`config.mk`:
```
export PLATFORM = sky130hd
export DESIGN_NAME = rdid_controller
export DESIGN_NICKNAME = d
export VERILOG_FILES = /design/src/rtl/rdid_controller.sv
export SDC_FILE = /design/constraint.sdc
export NUM_CORES = 1
export LEC_CHECK = 0
export BUFFER_PORTS_ARGS = -buffer_cell sky130_fd_sc_hd__buf_2
export CORE_MARGIN = 8
export CORE_UTILIZATION = 50
export DETAILED_ROUTE_END_ITERATION = 10
export PLACE_DENSITY = 0.65
export SLEW_MARGIN = 40
export SYNTH_ARGS = -nofsm -noshare
export SYNTH_HDL_FRONTEND = slang
export SYNTH_SLANG_ARGS = --single-unit
```
`constraint.sdc`:
```
create_clock -name clk -period 2.9 [get_ports clk]
set_input_delay 0.725 -clock clk [delete_from_list [all_inputs] [get_ports clk]]
set_output_delay 0.725 -clock clk [all_outputs]
set_load 0.02 [all_outputs]
```
`src/rtl/rdid_controller.sv`:
```
`default_nettype none
// ============================================================================
// Module   : rdid_controller
// Purpose  : Runs one SPI-flash RDID (0x9F) transaction in mode 0 on each
//            rising edge of the debounced start level. It returns the 24-bit
//            JEDEC ID together with a one-cycle valid strobe.
// Revision : 1.0 - initial release
// ============================================================================
module rdid_controller #(
  parameter int         CLK_DIV = 2,      // SCLK half-period in clk cycles (1..255)
  parameter logic [7:0] CMD     = 8'h9F   // command byte, shifted MSB first
) (
  input  logic        clk,
  input  logic        reset,
  input  logic        start,
  output logic        spi_cs_n,
  output logic        spi_sclk,
  output logic        spi_mosi,
  input  logic        spi_miso,
  output logic [23:0] id_data,
  output logic        id_valid,
  output logic        busy
);

  typedef enum logic [1:0] {
    S_IDLE  = 2'd0,
    S_SHIFT = 2'd1,
    S_HOLD  = 2'd2,
    S_GAP   = 2'd3
  } state_t;

  localparam logic [7:0] c_div_last = 8'(CLK_DIV - 1);
  // Toggle index (0-based, before increment) of the 9th SCLK rise.
  // The first 8 rises belong to the command byte.
  localparam logic [5:0] c_first_cap = 6'd16;
  localparam logic [5:0] c_last_tog  = 6'd63;

  state_t      r_state;
  logic        r_start_q;   // previous start level, for rising-edge detection
  logic        r_req;       // registered request; the FSM acts on it one cycle later
  logic [7:0]  r_div;       // clk cycles elapsed in the current half-period / wait
  logic [5:0]  r_tog;       // SCLK toggles already issued in this transaction
  logic [7:0]  r_cmd;       // command bits not yet presented on MOSI
  logic [23:0] r_cap;       // ID bits shifted in from MISO

  logic w_req;
  logic w_div_done;

  assign w_req      = start & ~r_start_q;
  assign w_div_done = (r_div == c_div_last);

  // Transaction sequencer: edge detect, SCLK divider, shift registers and outputs
  always_ff @(posedge clk) begin
    if (reset) begin
      r_state   <= S_IDLE;
      r_start_q <= 1'b1;
      r_req     <= 1'b0;
      r_div     <= 8'd0;
      r_tog     <= 6'd0;
      r_cmd     <= 8'd0;
      r_cap     <= 24'd0;
      spi_cs_n  <= 1'b1;
      spi_sclk  <= 1'b0;
      spi_mosi  <= 1'b0;
      id_data   <= 24'd0;
      id_valid  <= 1'b0;
      busy      <= 1'b0;
    end else begin
      r_start_q <= start;
      r_req     <= w_req;
      id_valid  <= 1'b0;
      case (r_state)
        S_IDLE: begin
          if (r_req) begin
            r_state  <= S_SHIFT;
            spi_cs_n <= 1'b0;
            busy     <= 1'b1;
            spi_mosi <= CMD[7];
            r_cmd    <= {CMD[6:0], 1'b0};
            r_div    <= 8'd0;
            r_tog    <= 6'd0;
          end
        end
        S_SHIFT: begin
          if (w_div_done) begin
            r_div    <= 8'd0;
            spi_sclk <= ~spi_sclk;
            r_tog    <= r_tog + 6'd1;
            if (!spi_sclk) begin
              // Rising SCLK: flash data is stable, so capture once past the command.
              if (r_tog >= c_first_cap) begin
                r_cap <= {r_cap[22:0], spi_miso};
              end
            end else begin
              // Falling SCLK: present the next command bit (zeros once exhausted).
              spi_mosi <= r_cmd[7];
              r_cmd    <= {r_cmd[6:0], 1'b0};
              if (r_tog == c_last_tog) begin
                r_state <= S_HOLD;
              end
            end
          end else begin
            r_div <= r_div + 8'd1;
          end
        end
        S_HOLD: begin
          if (w_div_done) begin
            r_div    <= 8'd0;
            spi_cs_n <= 1'b1;
            id_data  <= r_cap;
            id_valid <= 1'b1;
            r_state  <= S_GAP;
          end else begin
            r_div <= r_div + 8'd1;
          end
        end
        S_GAP: begin
          if (w_div_done) begin
            r_div   <= 8'd0;
            busy    <= 1'b0;
            r_state <= S_IDLE;
          end else begin
            r_div <= r_div + 8'd1;
          end
        end
        default: r_state <= S_IDLE;
      endcase
    end
  end

endmodule
`default_nettype wire

```
==> impl_metrics.tcl, run 1 <==
set metrics [dict create \
    fin_tns_setup_ns 0 \
    layout_common_cells "78 x dfxtp_1, 57 x nand2_1, 42 x a21oi_1" \
    multi_input_area_um2 1460 \
    fp.dieH_um 95.6 \
    die_w_um 95.6 \
    ir_drop_mv 0.426 \
    min_path_type "flop to flop" \
    syn2layout_area_growth_pct 12.6 \
    synth_area_per_cell_um2 8.94 \
    drt_iter0_drc 116 \
    power.switching_w 0.000785 \
    layout-drive-gt1-share_pct 16.4 \
    synth-edff-count 0 \
    gp_congestion 0.761 \
    setup_viol 0 \
    finalWirelength_mm 6.24 \
    clock_skew_ns 0.0124 \
    synth_cell_types 40 \
    slew_headroom_pct 55.8 \
    fin_nets 390 \
    cts_tree "built" \
    gr-total-overflow 0 \
    tightest_slew_ns 0.664 \
    antenna_found_initial 0 \
    avgViaCountPerCell 5.41 \
    grtUsageTotal_pct 14.7 \
    yosysWarnings 0 \
    clk_latency_ns 0.35 \
    ff_latch_area_um2 1560 \
    syn_area_um2 3170 \
    rows 29 \
    drv_cap 0 \
    seq_power_share_pct 46.3 \
    worstSetupPathType "flop to flop" \
    finalHoldViolCount 0 \
    rr_worst_depth 5 \
    drt-pass1-iter-count 4 \
    reg2reg_from "r_div[0]" \
    holdPathStages 1 \
    synthFlopType "dfxtp_1" \
    r2r-end "r_cap[15]" \
    post_cts_buffers 0 \
    regToRegSetupSlack_ns 0.65 \
    rsz0062_at_grt "false" \
    p_leak_nw 1.51 \
    yosysSeqAreaShare_pct 49.3 \
    max_freq_mhz 444 \
    hp-start "r_start_q" \
    core_um2 6240 \
    cellPowerDensity_nw_per_um2 696 \
    switching_share_pct 31.6 \
    routedWlPerCell_um 13.5 \
    status "completed" \
    vias 2493 \
    final_max_slew_viol_count 0 \
    finalCritPeriodShare_pct 77.7 \
    portBuffers 32 \
    min_period_ns 2.25 \
    cts_hold_buffers 0 \
    grt_pass1_wl_mm 10.8 \
    path_clk_slew_ns 0.08 \
    place_area_um2 3360 \
    synth_seq_cells 78 \
    startpoint_type "flop" \
    p_comb_share_pct 20.1 \
    grt_pass1_vias 2382 \
    cts_max_level 3 \
    drc 0 \
    cts_resized 0 \
    top_level_ports 33 \
    min_to "r_req" \
    synth_nets 365 \
    cts_sinks 78 \
    worstPathArrival_ns 2.49 \
    p_int_w 0.00170 \
    cts_buffers 9 \
    hpwl_mm 4.06 \
    grt_max_degree 43 \
    cts_root_buf "clkbuf_8" \
    clockPowerShare_pct 33.6 \
    initial_utilization_pct 50.7 \
    die_area_um2 9130 \
    final_common_cell "dfxtp_1" \
    required_ns 3.14 \
    num-fill-cells 579 \
    postLayoutCellArea_um2 3570 \
    end_kind "flop" \
    crit_fanout 24 \
    ant_nets 0 \
    synthArstFlopShare_pct 0 \
    antennaDiodeCount 0 \
    clk_path_buf_depth 2 \
    synthCells 354 \
]
synthesized netlist by cell type, types with 3 or more instances:
cell | instances | area (um^2)
a311oi_1 | 8 | 70.1
a21oi_1 | 43 | 215
nor4_1 | 6 | 37.5
clkbuf_1 | 17 | 63.8
buf_6 | 4 | 45.0
nor2_1 | 34 | 128
mux2i_1 | 26 | 260
and3_1 | 4 | 25.0
dfxtp_1 | 78 | 1560
ha_1 | 7 | 87.6
nor3_1 | 8 | 40.0
a41oi_1 | 5 | 43.8
inv_1 | 6 | 22.5
nand2b_1 | 5 | 31.3
nand2_1 | 57 | 214
o21ai_0 | 8 | 40.0
buf_2 | 3 | 15.0
nand3_1 | 9 | 45.0
worst max-delay path, stage by stage, from the launching register on:
cell     delay, ns
dfxtp_1       0.40
ha_1          0.18
or4b_4        0.49
or4_4         0.75
mux2i_1       0.25
nor2_1        0.06
power groups by stage:
| stage | clock [W] | sequential [W] | combinational [W] |
|---|---|---|---|
| floorplan | 0 | 0.00118 | 0.000370 |
| global placement | 0 | 0.00117 | 0.000483 |
| detailed placement | 0 | 0.00117 | 0.000494 |
| CTS | 0.000856 | 0.00115 | 0.000496 |
| global route | 0.000897 | 0.00116 | 0.000560 |
| finish | 0.000834 | 0.00115 | 0.000498 |
flip-flops by register name, indices dropped and copies added, names as in the netlist:
name,cells
id_data,24
r_cap,24
r_div,8
r_cmd,7
r_tog,6
r_state,2
busy,1
id_valid,1
r_req,1
r_start_q,1
spi_cs_n,1
spi_mosi,1
spi_sclk,1
cells by family after synthesis:
logic type / after synthesis / synth area share [%]
mux: 26 / 8.22
buf+inv: 30 / 4.62
flops: 78 / 49.3
compound gates: 73 / 14.0
simple gates: 139 / 20.8
xor+xnor: 1 / 0.277
fa+ha+maj: 7 / 2.77
stage by stage:
step           hold slack (ns)  setup WS [ns]  total power [W]  util (%)  std cells
2_1_floorplan            0.372          0.798          0.00155         -        354
3_3_place_gp             0.378          0.674          0.00165      53.8        445
3_5_place_dp             0.382          0.654          0.00167      53.8        445
4_1_cts                  0.393          0.642          0.00250      57.1        461
5_1_grt                  0.396          0.512          0.00261      57.1        461
6_report                 0.391          0.646          0.00248      57.1        461
worst max path at each step:
stage,from,to,slack [ns],depth (start not counted)
4_1_cts,r_div[0],r_cap[0],0.64,5
3_3_place_gp,r_state[1],r_tog[4],0.67,6
5_1_grt,r_div[0],r_cap[2],0.51,5
6_report,r_div[0],r_cap[15],0.65,5
2_1_floorplan,r_div[0],r_cap[4],0.80,7
3_5_place_dp,r_div[0],r_cap[0],0.65,5
final cells by class:
class                           count  share of cell area (%)
Clock inverter                      7                    2.25
Inverter                            6                   0.632
Clock buffer                        9                    3.47
Timing Repair Buffer               38                    6.11
Tap cell                           77                    2.70
Multi-Input combinational cell    246                    41.1
Sequential cell                    78                    43.8
layer usage:
layer | GRT usage, % | share of wire (%) | up-vias | wire length (um)
met5 | 0 | 0 | - | 0
li1 | - | - | 1289 | -
met1 | 19.1 | 50 | 1152 | 3130
met2 | 22.1 | 43 | 44 | 2710
met4 | 7.68 | 1.7 | 0 | 106
met3 | 3.46 | 4.7 | 8 | 292
Note: power is estimated with default switching activity, not from simulation.
==> run 2: changes to the inputs <==
Settings changed: ABC_AREA set to 1, PLACE_DENSITY 0.65 to 0.68.
Clock period 2.9 ns to 1.9 ns, I/O delays scaled along.
==> run 2 against run 1 <==
Net effect:
- register-to-register slack got worse by 0.46 ns
- utilization rose by 0.35 points
- combinational power rose to 3.1 times the previous value
- maximum frequency rose by 31%
- cell area rose by 1.8%
- first-iteration DRC count fell by 8.6%
- highest routed layer unchanged
==> impl_metrics.tcl, run 2 <==
set metrics [dict create \
    synthCells 402 \
    cts_root_buf "clkbuf_8" \
    fin_tns_setup_ns 0 \
    power_w 0.00476 \
    ff_latch_area_um2 1560 \
    place_area_um2 3400 \
    grt_pass1_wl_mm 10.7 \
    synthFlopType "dfxtp_1" \
    antenna_found_initial 0 \
    p_int_w 0.00299 \
    p_leak_nw 1.53 \
    regToRegSetupSlack_ns 0.18 \
    finalWirelength_mm 6.28 \
    clock_skew_ns 0.00907 \
    drv_cap 0 \
    status "completed" \
    synth_top_area_share_pct 48.3 \
    seq_power_share_pct 40.7 \
    finalCritPeriodShare_pct 90.4 \
    whs_ns 0.335 \
    hpwl_mm 4.13 \
    p_comb_share_pct 32.8 \
    min_period_ns 1.72 \
    drt_iter0_drc 106 \
    synth_area_per_cell_um2 8.04 \
    ir_drop_mv 0.875 \
    ys_top_cells_by_count "78 x dfxtp_1, 62 x a21oi_1, 58 x o21ai_0" \
    syn_area_um2 3230 \
    rows 29 \
    die_area_um2 9290 \
    clockPowerShare_pct 26.5 \
    reg_top3 "id_data x24, r_cap x24, r_div x8" \
    portBuffers 32 \
    synth_mux_area_share_pct 0 \
    cellPowerDensity_nw_per_um2 1310 \
    synth_top_area_cell "dfxtp_1" \
    switching_share_pct 37.2 \
    synth-xor-area-share_pct 1.08 \
    cts_max_level 3 \
    setup_viol 0 \
    finalHoldViolCount 0 \
    required_ns 2.13 \
    placedCellCount 497 \
    cts_sinks 78 \
    rr_worst_depth 7 \
    avgViaCountPerCell 4.94 \
    fp.dieH_um 96.4 \
    final_max_slew_viol_count 0 \
    synth_compound_area_share_pct 20.9 \
    min_to "r_start_q" \
    syn2layout_area_growth_pct 12.4 \
    fin_nets 443 \
    synth_nets 413 \
    gr-total-overflow 0 \
    yosysSeqAreaShare_pct 48.3 \
    drc 0 \
    rsz0062_at_grt "false" \
    antennaDiodeCount 0 \
    synth-edff-count 0 \
    postLayoutCellArea_um2 3630 \
    worstPathArrival_ns 1.94 \
    max_freq_mhz 582 \
    synth_most_common_cell "dfxtp_1" \
    cts_buffers 9 \
    layout_common_cells "78 x dfxtp_1, 62 x a21oi_1, 58 x o21ai_0" \
    die_w_um 96.4 \
    synth.area.top_cells "dfxtp_1 48%, a21oi_1 9.6%, o21ai_0 9.0%, nand2_1 5.5%, inv_1 4.8%" \
    core_um2 6310 \
    yosysWarnings 0 \
    worstSetupPathType "flop to flop" \
    layout-drive-gt1-share_pct 18.8 \
    tightest_slew_ns 0.530 \
    hp-start "start" \
    synthArstFlopShare_pct 0 \
    slew_headroom_pct 64.7 \
    initial_utilization_pct 51.2 \
    grtUsageTotal_pct 14.6 \
    grt_max_degree 65 \
    reg2reg_from "r_div[0]" \
    top_level_ports 33 \
    synth-simple-area-share_pct 16.2 \
    grt_pass1_vias 2444 \
    synth_top_family_by_area "compound AO/OA/AOI/OAI gates" \
    path_clk_slew_ns 0.08 \
    clk_latency_ns 0.34 \
    final_common_cell "dfxtp_1" \
    r2r-end "r_cap[9]" \
    synth_cell_types 32 \
    vias 2541 \
    crit_fanout 29 \
    power.switching_w 0.00177 \
    multi_input_area_um2 1340 \
    routedWlPerCell_um 12.2 \
    holdPathStages 3 \
    end_kind "flop" \
    min_path_type "input pin to flop" \
    startpoint_type "flop" \
    gp_congestion 0.795 \
    synth-adder-area-share_pct 2.71 \
    ant_nets 0 \
    fin_cells 514 \
    drt-pass1-iter-count 4 \
    synth_seq_cells 78 \
    cts_tree "built" \
    clk_path_buf_depth 2 \
    num-fill-cells 604 \
]
run 2: cell types whose count changed after synthesis, sizes merged, moves of 6 or more:
cell / previous run / this run
a21oi: 43 / 62
a311oi: 8 / 0
clkbuf: 17 / 8
inv: 6 / 50
mux2i: 26 / 0
nand3: 9 / 15
nor3: 8 / 2
nor4: 7 / 0
o21ai: 8 / 58
run 2: logic make-up (layout without fill, tap and decap cells):
logic type / Yosys count / in the layout
AO/OA/AOI/OAI: 128 / 129
XOR/XNOR: 4 / 4
adder cells (fa/ha/maj): 7 / 7
buffers and inverters: 71 / 105
flip-flops: 78 / 78
AND/OR/NAND/NOR: 114 / 114
run 2: worst max path at each step:
stage,end,slack [ns],start
after floorplan,r_state[0],0.34,r_state[0]
after global placement,r_state[0],0.1,r_state[0]
after detailed placement,r_state[1],0.05,r_state[0]
after CTS,r_state[1],0.03,r_state[0]
after global routing,r_cmd[7],0.007,r_state[0]
final,r_cap[9],0.18,r_div[0]
run 2: metal layers:
| layer | track usage (%) | share of wire, % | vias to the layer above |
|---|---|---|---|
| met5 | 0 | 0 | - |
| met4 | 7.69 | 1.7 | 0 |
| met3 | 3.25 | 3.3 | 10 |
| met2 | 23.6 | 45 | 38 |
| met1 | 17.7 | 50 | 1113 |
| li1 | - | - | 1380 |
run 2: metrics by stage:
stage               setup slack [ns]  utilization, %
floorplan                      0.337               -
global placement              0.0965            53.6
detailed placement            0.0529            53.8
CTS                           0.0323            57.1
global route                 0.00733            57.5
finish                         0.183            57.5
run 2: area by class of cell:
type                    count  area share [%]
flip-flops and latches     78            43.0
multi-input cells         254            37.0
repair buffers             38            6.20
inverters                  51            5.48
clock buffers              10            3.79
well taps                  77            2.65
clock inverters             6            1.90
run 2: power groups by stage:
stage                     sequential, W  clock [W]  combinational, W
after floorplan                 0.00205          0           0.00115
after global placement          0.00197          0           0.00149
after detailed placement        0.00197          0           0.00151
after CTS                       0.00194    0.00130           0.00153
after global routing            0.00196    0.00135           0.00178
final                           0.00194    0.00126           0.00156
run 2: critical path, cell delays in order, from the launching register on:
cell      delay (ns)
dfxtp_1         0.40
ha_1            0.21
nand3_2         0.10
nor2_4          0.26
o211ai_4        0.19
buf_8           0.20
o21ai_0         0.18
a21oi_1         0.06
run 2: what timing repair did:
action	in CTS	in global routing
hold buffers	0	0
endpoints found under the setup margin	0	10
buffers inserted	0	0
resized for setup	0	4
